===== src/rtl/ps2_rx_buffered_if.sv =====
// Byte read port of the PS/2 receiver: show-ahead FIFO head plus pop strobe.
// The receiver drives the data side (master); the consumer drives rd_en (slave).
interface ps2_rx_buffered_if #(
   parameter int DEPTH = 8
);
   logic                      rd_en;
   logic [7:0]                data_out;
   logic                      data_valid;
   logic [$clog2(DEPTH):0]    fifo_count;

   modport master (
      input  rd_en,
      output data_out,
      output data_valid,
      output fifo_count
   );

   modport slave (
      output rd_en,
      input  data_out,
      input  data_valid,
      input  fifo_count
   );
endinterface


===== src/rtl/ps2_rx_buffered.sv =====
// PS/2 device-to-host receiver: deglitched line sampling, 11-bit frame decode,
// show-ahead byte FIFO and a 7-segment history of the most recent bytes.
module ps2_rx_buffered #(
   parameter int FILTER_LEN     = 4,
   parameter int DEPTH          = 8,
   parameter int TIMEOUT_CYC    = 5000,
   parameter int HEX_BYTES      = 1,
   parameter int SEG_ACTIVE_LOW = 1
) (
   input  logic                      clk,
   input  logic                      rst,
   input  logic                      ps2_clk,
   input  logic                      ps2_data,
   input  logic                      clr_err,
   ps2_rx_buffered_if.master         bus,
   output logic                      parity_err,
   output logic                      frame_err,
   output logic                      overflow,
   output logic [14*HEX_BYTES-1:0]   hex_out
);
   localparam int FW = (FILTER_LEN > 1) ? $clog2(FILTER_LEN) : 1;
   localparam int TW = $clog2(TIMEOUT_CYC + 1);
   localparam int AW = $clog2(DEPTH);
   localparam logic [AW:0] PTR_ONE  = (AW+1)'(1);
   localparam logic [AW:0] FULL_CNT = (AW+1)'(DEPTH);

   typedef enum logic [1:0] {IDLE, DATA, PARITY, STOP} state_t;

   // index 0 = ps2_clk, index 1 = ps2_data
   logic [1:0] pin_in;
   logic [1:0] filt;
   assign pin_in = {ps2_data, ps2_clk};

   genvar gi;
   for (gi = 0; gi < 2; gi++) begin : g_filt
      logic          sync1_reg, sync2_reg, filt_reg;
      logic [FW-1:0] stab_cnt_reg;
      always_ff @(posedge clk or negedge rst) begin
         if (!rst) begin
            sync1_reg    <= 1'b1;
            sync2_reg    <= 1'b1;
            filt_reg     <= 1'b1;
            stab_cnt_reg <= '0;
         end else begin
            sync1_reg <= pin_in[gi];
            sync2_reg <= sync1_reg;
            if (sync2_reg == filt_reg) begin
               stab_cnt_reg <= '0;
            end else if (stab_cnt_reg == FW'(FILTER_LEN - 1)) begin
               filt_reg     <= sync2_reg;
               stab_cnt_reg <= '0;
            end else begin
               stab_cnt_reg <= stab_cnt_reg + FW'(1);
            end
         end
      end
      assign filt[gi] = filt_reg;
   end

   logic clk_filt_d_reg;
   logic fall, data_bit;
   assign fall     = clk_filt_d_reg & ~filt[0];
   assign data_bit = filt[1];

   state_t        state_reg;
   logic [2:0]    bit_cnt_reg;
   logic [7:0]    shreg_reg;
   logic          par_reg;
   logic [TW-1:0] tmo_cnt_reg;

   logic stop_fall, par_ok, accept, timeout;
   always_comb begin
      stop_fall = fall && (state_reg == STOP);
      par_ok    = ^{shreg_reg, par_reg};
      accept    = stop_fall && data_bit && par_ok;
      timeout   = (state_reg != IDLE) && !fall && (tmo_cnt_reg == TW'(TIMEOUT_CYC - 1));
   end

   always_ff @(posedge clk or negedge rst) begin
      if (!rst) begin
         clk_filt_d_reg <= 1'b1;
         state_reg      <= IDLE;
         bit_cnt_reg    <= '0;
         shreg_reg      <= '0;
         par_reg        <= 1'b0;
         tmo_cnt_reg    <= '0;
         parity_err     <= 1'b0;
         frame_err      <= 1'b0;
      end else begin
         clk_filt_d_reg <= filt[0];
         parity_err     <= stop_fall && !par_ok;
         frame_err      <= (stop_fall && !data_bit) || timeout;
         if (state_reg == IDLE || fall) tmo_cnt_reg <= '0;
         else                           tmo_cnt_reg <= tmo_cnt_reg + TW'(1);
         if (timeout) begin
            state_reg <= IDLE;
         end else if (fall) begin
            case (state_reg)
               IDLE: if (!data_bit) begin
                  state_reg   <= DATA;
                  bit_cnt_reg <= '0;
               end
               DATA: begin
                  shreg_reg   <= {data_bit, shreg_reg[7:1]};
                  bit_cnt_reg <= bit_cnt_reg + 3'd1;
                  if (bit_cnt_reg == 3'd7) state_reg <= PARITY;
               end
               PARITY: begin
                  par_reg   <= data_bit;
                  state_reg <= STOP;
               end
               default: state_reg <= IDLE;
            endcase
         end
      end
   end

   logic [7:0]  mem [DEPTH];
   logic [AW:0] wr_ptr_reg, rd_ptr_reg;
   logic [AW:0] count;
   logic        full, pop, push_ok;
   always_comb begin
      count   = wr_ptr_reg - rd_ptr_reg;
      full    = (count == FULL_CNT);
      pop     = bus.rd_en && (count != '0);
      push_ok = accept && (!full || pop);
   end

   always_ff @(posedge clk) begin
      if (push_ok) mem[wr_ptr_reg[AW-1:0]] <= shreg_reg;
   end

   // a simultaneous pop frees the slot, so a push at full is only dropped without one
   always_ff @(posedge clk or negedge rst) begin
      if (!rst) begin
         wr_ptr_reg <= '0;
         rd_ptr_reg <= '0;
         overflow   <= 1'b0;
      end else begin
         if (push_ok) wr_ptr_reg <= wr_ptr_reg + PTR_ONE;
         if (pop)     rd_ptr_reg <= rd_ptr_reg + PTR_ONE;
         if (accept && full && !pop) overflow <= 1'b1;
         else if (clr_err)           overflow <= 1'b0;
      end
   end

   assign bus.fifo_count = count;
   assign bus.data_valid = (count != '0);
   assign bus.data_out   = (count != '0) ? mem[rd_ptr_reg[AW-1:0]] : 8'h00;

   logic [8*HEX_BYTES-1:0] hist_reg;
   logic [8*HEX_BYTES+7:0] hist_ext;
   assign hist_ext = {hist_reg, shreg_reg};

   always_ff @(posedge clk or negedge rst) begin
      if (!rst)        hist_reg <= '0;
      else if (accept) hist_reg <= hist_ext[8*HEX_BYTES-1:0];
   end

   function automatic logic [6:0] seg7(input logic [3:0] n);
      case (n)
         4'h0: seg7 = 7'h3F;  4'h1: seg7 = 7'h06;  4'h2: seg7 = 7'h5B;  4'h3: seg7 = 7'h4F;
         4'h4: seg7 = 7'h66;  4'h5: seg7 = 7'h6D;  4'h6: seg7 = 7'h7D;  4'h7: seg7 = 7'h07;
         4'h8: seg7 = 7'h7F;  4'h9: seg7 = 7'h6F;  4'hA: seg7 = 7'h77;  4'hB: seg7 = 7'h7C;
         4'hC: seg7 = 7'h39;  4'hD: seg7 = 7'h5E;  4'hE: seg7 = 7'h79;  default: seg7 = 7'h71;
      endcase
   endfunction

   // digit j shows nibble j of the history word, so byte k maps to digits 2k/2k+1
   for (gi = 0; gi < 2*HEX_BYTES; gi++) begin : g_digit
      logic [3:0] nib;
      assign nib = hist_reg[4*gi +: 4];
      assign hex_out[7*gi +: 7] = (SEG_ACTIVE_LOW != 0) ? ~seg7(nib) : seg7(nib);
   end
endmodule


===== src/flat_wrapper.sv =====
// flat-port wrapper written by rule: the top's interface ports become plain ports
module ps2_rx_buffered_flat 
#(
   parameter int FILTER_LEN     = 4,
   parameter int DEPTH          = 8,
   parameter int TIMEOUT_CYC    = 5000,
   parameter int HEX_BYTES      = 1,
   parameter int SEG_ACTIVE_LOW = 1
)
  (clk, rst, ps2_clk, ps2_data, clr_err, parity_err, frame_err, overflow, hex_out, bus_rd_en, bus_data_out, bus_data_valid, bus_fifo_count);
  ps2_rx_buffered_if #(.DEPTH(DEPTH)) bus_i ();
  input  logic clk;
  input  logic rst;
  input  logic ps2_clk;
  input  logic ps2_data;
  input  logic clr_err;
  output logic parity_err;
  output logic frame_err;
  output logic overflow;
  output logic [14*HEX_BYTES-1:0] hex_out;
  input wire logic [$bits(bus_i.rd_en)-1:0] bus_rd_en;
  output wire logic [$bits(bus_i.data_out)-1:0] bus_data_out;
  output wire logic [$bits(bus_i.data_valid)-1:0] bus_data_valid;
  output wire logic [$bits(bus_i.fifo_count)-1:0] bus_fifo_count;
  assign bus_i.rd_en = bus_rd_en;
  assign bus_data_out = bus_i.data_out;
  assign bus_data_valid = bus_i.data_valid;
  assign bus_fifo_count = bus_i.fifo_count;
  ps2_rx_buffered #(.FILTER_LEN(FILTER_LEN), .DEPTH(DEPTH), .TIMEOUT_CYC(TIMEOUT_CYC), .HEX_BYTES(HEX_BYTES), .SEG_ACTIVE_LOW(SEG_ACTIVE_LOW)) u_core (.clk(clk), .rst(rst), .ps2_clk(ps2_clk), .ps2_data(ps2_data), .clr_err(clr_err), .bus(bus_i), .parity_err(parity_err), .frame_err(frame_err), .overflow(overflow), .hex_out(hex_out));
endmodule

===== config.mk =====
export PLATFORM = sky130hd
export DESIGN_NAME = ps2_rx_buffered_flat
export DESIGN_NICKNAME = d
export VERILOG_FILES = /design/src/rtl/ps2_rx_buffered_if.sv /design/src/rtl/ps2_rx_buffered.sv /design/src/flat_wrapper.sv
export SDC_FILE = /design/constraint.sdc
export NUM_CORES = 1
export LEC_CHECK = 0
export ABC_AREA = 1
export ABC_CLOCK_PERIOD_IN_PS = 3950
export CAP_MARGIN = 20
export CORE_MARGIN = 2
export CORE_UTILIZATION = 55
export CTS_BUF_LIST = sky130_fd_sc_hd__clkbuf_8
export CTS_CLUSTER_DIAMETER = 150
export DETAILED_ROUTE_END_ITERATION = 10
export PLACE_DENSITY = 0.76
export SYNTH_ARGS = -nofsm -noshare
export SYNTH_HDL_FRONTEND = slang
export SYNTH_SLANG_ARGS = --single-unit

===== constraint.sdc =====
create_clock -name clk -period 3.95 [get_ports clk]
set_clock_uncertainty 0.05 [all_clocks]
set_input_delay 0.5925 -clock clk [delete_from_list [all_inputs] [get_ports clk]]
set_output_delay 0.5925 -clock clk [all_outputs]
set_load 0.01 [all_outputs]

# Word level (Yosys, flattened, before mapping)
# Memory sizes are Yosys's and may differ from the RTL's.
# Cells that the tools add are included.
# op_classes
n_addsub	7
multipliers	0
div	0
n_lt_le_gt_ge	0
eq_ne	13
shifts	0
muxes	17
n_bitwise	7
reduce_logical	32
# ops
operator	n
two-way mux 2 bit	8
inverter 7 bit	2
adder 13 x 1 -> 13 bit (second input constant)	1
== test 13 bit (second input constant)	1
two-way mux 13 bit	1
logical AND 1 bit	11
AND reduction 3 bit	3
parity 9 bit	1
adder 4 x 1 -> 4 bit (second input constant)	2
== test 2 bit (second input constant)	4
two-way mux 8 bit	1
nonzero test 2 bit	4
one-hot mux 2 bit (3 select lines)	1
one-hot mux 3 bit (2 select lines)	1
zero test 1 bit	5
adder 2 x 1 -> 2 bit (second input constant)	2
== test 4 bit (second input constant)	1
two-way mux 1 bit	4
inverter 1 bit	4
AND reduction 2 bit	2
AND reduction 4 bit	1
nonzero test 4 bit	1
subtractor 4 bit	1
adder 3 x 1 -> 3 bit (second input constant)	1
other kinds (10)	13
# totals
regBits	57
latchBits	0
ram_bits	64
rom_bits	224
input_bits	6
out_inout_bits	30
word_cells	99
memories	3
# memory_table
memory	words	word_bits	read_ports	rd_clocked_by_memory_dff	write_ports	line	rtl
(no name shown)	16	7	1	0	0	ps2_rx_buffered.sv:161	case (n)
(no name shown)	16	7	1	0	0	ps2_rx_buffered.sv:161	
u_core.mem	8	8	1	0	1	ps2_rx_buffered.sv:118	logic [7:0] mem [DEPTH];

# Depth between registers and ports, before layout
# logic_depth
ltp_word	8
mapped_depth	13
depth_no_buf	12

# Worst setup path before layout
# Ideal clock, no wire load.
# synth_timing
path_type	register -> register
from	reg u_core.rd_ptr_reg[1]
to	mem u_core.mem[2][0], enable pin
setup_time_ps	370
t_arrival_ps	2518
required_time_ps	3530
slack_ps	1012
stages_incl_launch_ff	12
path_buffers	2
period_less_slack_ps	2938
cell_sequence	dfrtp_1 buf_2 inv_2 clkbuf_1 fa_1 xor2_1 nor2_1 nand2_1 nor2_1 nand2_4 nand4_1 nor2_1
# synth_via
elab_chain_len	7
word_cells_on_any_way	9
cone_classes	add/sub: 1; eq/ne: 1; mux: 2; reduce/logical: 5
# synth_rtl
element	line	rtl
start: declaration	ps2_rx_buffered.sv:119	logic [AW:0] wr_ptr_reg, rd_ptr_reg;
start signal: assignment	ps2_rx_buffered.sv:141	if (pop) rd_ptr_reg <= rd_ptr_reg + PTR_ONE;
subtractor 4 bit (*)	ps2_rx_buffered.sv:123	count = wr_ptr_reg - rd_ptr_reg;
via bus_fifo_count[2]	flat_wrapper.sv:24	output wire logic [$bits(bus_i.fifo_count)-1:0] bus_fifo_count;
== test 4 bit or nonzero test 4 bit (tied branches)	ps2_rx_buffered.sv:124, ps2_rx_buffered.sv:125	
zero test 1 bit or logical AND 1 bit (tied branches)	ps2_rx_buffered.sv:126, ps2_rx_buffered.sv:125	
logical OR 1 bit (*)	ps2_rx_buffered.sv:126	push_ok = accept && (!full || pop);
logical AND 1 bit (*)	ps2_rx_buffered.sv:126	
two-way mux 1 bit (*)	ps2_rx_buffered.sv:130	if (push_ok) mem[wr_ptr_reg[AW-1:0]] <= shreg_reg;
two-way mux 1 bit (implied by the code) (*)	ps2_rx_buffered.sv:130	
end: declaration	ps2_rx_buffered.sv:118	
# The timed path passes the listed nets; every way through them passes the cells marked *.

# Worst setup path in the final report
# layout_timing
from	reg u_core.rd_ptr_reg[1]
to	out bus_data_out[3]
# layout_via
elab_chain_len	3
word_cells_on_any_way	4
cone_classes	add/sub: 1; mux: 1; reduce/logical: 1; memory: 1
# layout_rtl
element	line	rtl
subtractor 4 bit	ps2_rx_buffered.sv:123	
nonzero test 4 bit	ps2_rx_buffered.sv:149	assign bus.data_out = (count != '0) ? mem[rd_ptr_reg[AW-1:0]] : 8'h00;
two-way mux 8 bit (*)	ps2_rx_buffered.sv:149	
end: declaration	flat_wrapper.sv:22	output wire logic [$bits(bus_i.data_out)-1:0] bus_data_out;
# Every way passes the cells marked *; elsewhere a longest branch is shown, timed or not.

==> run summary <==
setup TNS = 0 ns
DR iter-0 viols = 251
most frequent cells in the layout = nand2_1, edfxtp_1, inv_1
minimum clock period = 3.75 ns
Clock Tree Buf Depth = 2
Synth Cell Area = 5830 um^2
Worst slew margin = 0.333
async set-reset flop share out of synthesis = 0.471
Largest register FFs = 64
crit path DAT = 3.11 ns
placed cell area = 6280 um^2
final core area utilization = 0.646
final hold vios = 0
GPL Wtd Cong = 0.808
TritonCTS Buffers = 17
H-tree depth = 4
endpoints failing setup = 0
port bufs = 35
Residual DRC = 0
# IOs = 36
FP Rows = 37
Antenna Nets Post-Route = 0
grt ovf = 0
Slowest cell on crit path = clkdlybuf4s50_1
fin. max-slew vios = 0
FILL cells = 775
P&R area growth vs syn = 14.4%
sequential area share after synthesis = 0.576
Yosys reg bits = 121
worst hold path type = input port to async pin
period utilization = 0.950
vias in the first global route = 4035
Top delay family on crit path = buffers and inverters
Starting Density = 0.565
Die Wd = 107 um
global-route wire length before repair = 19.6 mm
drt wl/cell = 15.2 um
clk root buf = clkbuf_8
cts hold-fix bufs = 0
PD cells = 645 nW/um^2
Yosys warning total = 0
dpl cells = 739
CORE AREA = 10300 um^2
layout cells sized above 1 = 0.117
post-route cell area = 6670 um^2
unique cell type count in the Yosys netlist = 36
initial antenna violation count = 0
Cell Count, Final, Fillers Out = 770
worst slew pin tran = 0.997 ns
antenna cells = 0
Sink Count = 121
Pre-antenna DRT Iters = 5
Final Hold Slack = 0.0580 ns
Synth area leaders = edfxtp_1, dfrtp_1, nand2_1, ha_1, a21oi_1
Nets = 654
Worst setup SP type = register
VDD IR max = 0.000439 V
slowest stage delay, CP = 0.60 ns
Worst R2R Setup Slack = 0.77 ns
Syn Area/Cell = 9.98 um^2
PnR worst setup slack = 0.199 ns
leakage = 2.79 nW
Max Cap Violations = 0
depth of the most critical reg-to-reg path = 9
CP Capture Type = output pin
Post-synth top flop = edfxtp_1
RSZ-0062 raised after global routing = no
post-CTS setup buffers = 0
Critical R2R Capture = u_core.mem[2][6]
register clock-pin slew on the reported worst setup and hold paths = 0.07 ns
Bufs and invs on worst path = 2
worst skew pair latency = 0.43 ns
Place WS = 0.581 ns
r2r startpoint = u_core.rd_ptr_reg[1]
top cell type's share of synthesized area = 0.330
Post-synth EDFFs = 64
drt via density = 5.49
largest net degree at the start of global routing = 40
Yosys top cell by area = edfxtp_1
GRT Total Usage = 0.224
Final Total Pwr = 4.30 mW
DR vias = 4228
Post-Route WL = 11.7 mm
CTS tree = built
HPWL Detailed = 7.98 mm
worst-path fanout max = 28
crit-path cells = inv_4, fa_1, xor2_1, nor2_1, nand2_1, nor2_8, a211oi_1, clkdlybuf4s50_1
Fmax achieved = 0.267 GHz
die area = 11400 um^2
critical path data required time = 3.31 ns
commonest non-fill, non-tap cell in the layout = nand2_1
outcome = complete, no violations
height of the die = 107 um
synthesized net count = 616
WS Path Type = register to output pin
Syn Inst Count = 584
cells in the mapped netlist, drive strengths merged (7+ instances only):
cell	number
dfstp	7
a22oi	9
clkbuf	12
a211oi	9
a21oi	39
a32o	11
edfxtp	64
nor2	49
nand2	143
dfrtp	50
o21ai	38
nor3	9
buf	7
nand4	8
nand3	24
inv	61
ha	25
cell type report:
| type | instances | area, um^2 | share of cell area |
|---|---|---|---|
| tap | 136 | 170 | 0.0255 |
| inverter | 61 | 231 | 0.0347 |
| multi-input combinational | 383 | 2160 | 0.324 |
| timing repair buffer | 38 | 368 | 0.0552 |
| clock inverter | 14 | 149 | 0.0223 |
| sequential | 121 | 3360 | 0.504 |
| clock buffer | 17 | 234 | 0.0351 |
where the power goes:
| group | total (mW) | internal [mW] | switching, mW |
|---|---|---|---|
| logic | 1.55 | 0.633 | 0.922 |
| clock network | 1.06 | 0.561 | 0.502 |
| registers | 1.69 | 1.50 | 0.186 |
| total | 4.30 | 2.69 | 1.61 |
timing repair:
item | in CTS | in global routing
endpoints found under the setup margin | 0 | 1
resized for setup | 0 | 3
hold endpoints to repair | 0 | 0
logic make-up (layout without fill, tap and decap cells):
| family | count (synthesis) | after routing | synth area share |
|---|---|---|---|
| and+or+nand+nor | 235 | 235 | 0.176 |
| DFF | 121 | 121 | 0.576 |
| AOI/OAI and AO/OA | 113 | 113 | 0.123 |
| buffers and inverters | 80 | 130 | 0.0541 |
| adders and majority gates | 26 | 26 | 0.0571 |
| xor gates and xnor gates | 9 | 9 | 0.0135 |
how the worst max path moves through the flow:
stage	cells past startpoint	slack, ns	endpoint	from
floorplan	11	1.01	u_core.mem[2][0]	u_core.rd_ptr_reg[1]
global placement	8	0.70	bus_data_out[3]	u_core.rd_ptr_reg[1]
detailed placement	8	0.58	bus_data_out[3]	u_core.rd_ptr_reg[1]
CTS	8	0.13	bus_data_out[3]	u_core.rd_ptr_reg[1]
global route	8	0.03	bus_data_out[3]	u_core.rd_ptr_reg[1]
finish	8	0.20	bus_data_out[3]	u_core.rd_ptr_reg[1]
layer usage:
layer | wire length [um] | GRT usage | share of wire | vias to the layer above
li1 | - | - | - | 2069
met1 | 5020 | 0.283 | 0.43 | 2031
met2 | 6080 | 0.382 | 0.52 | 118
met3 | 478 | 0.0486 | 0.041 | 10
met4 | 123 | 0.0807 | 0.011 | 0
met5 | 0 | 0 | 0 | -
Note: power is estimated with default switching activity, not from simulation.
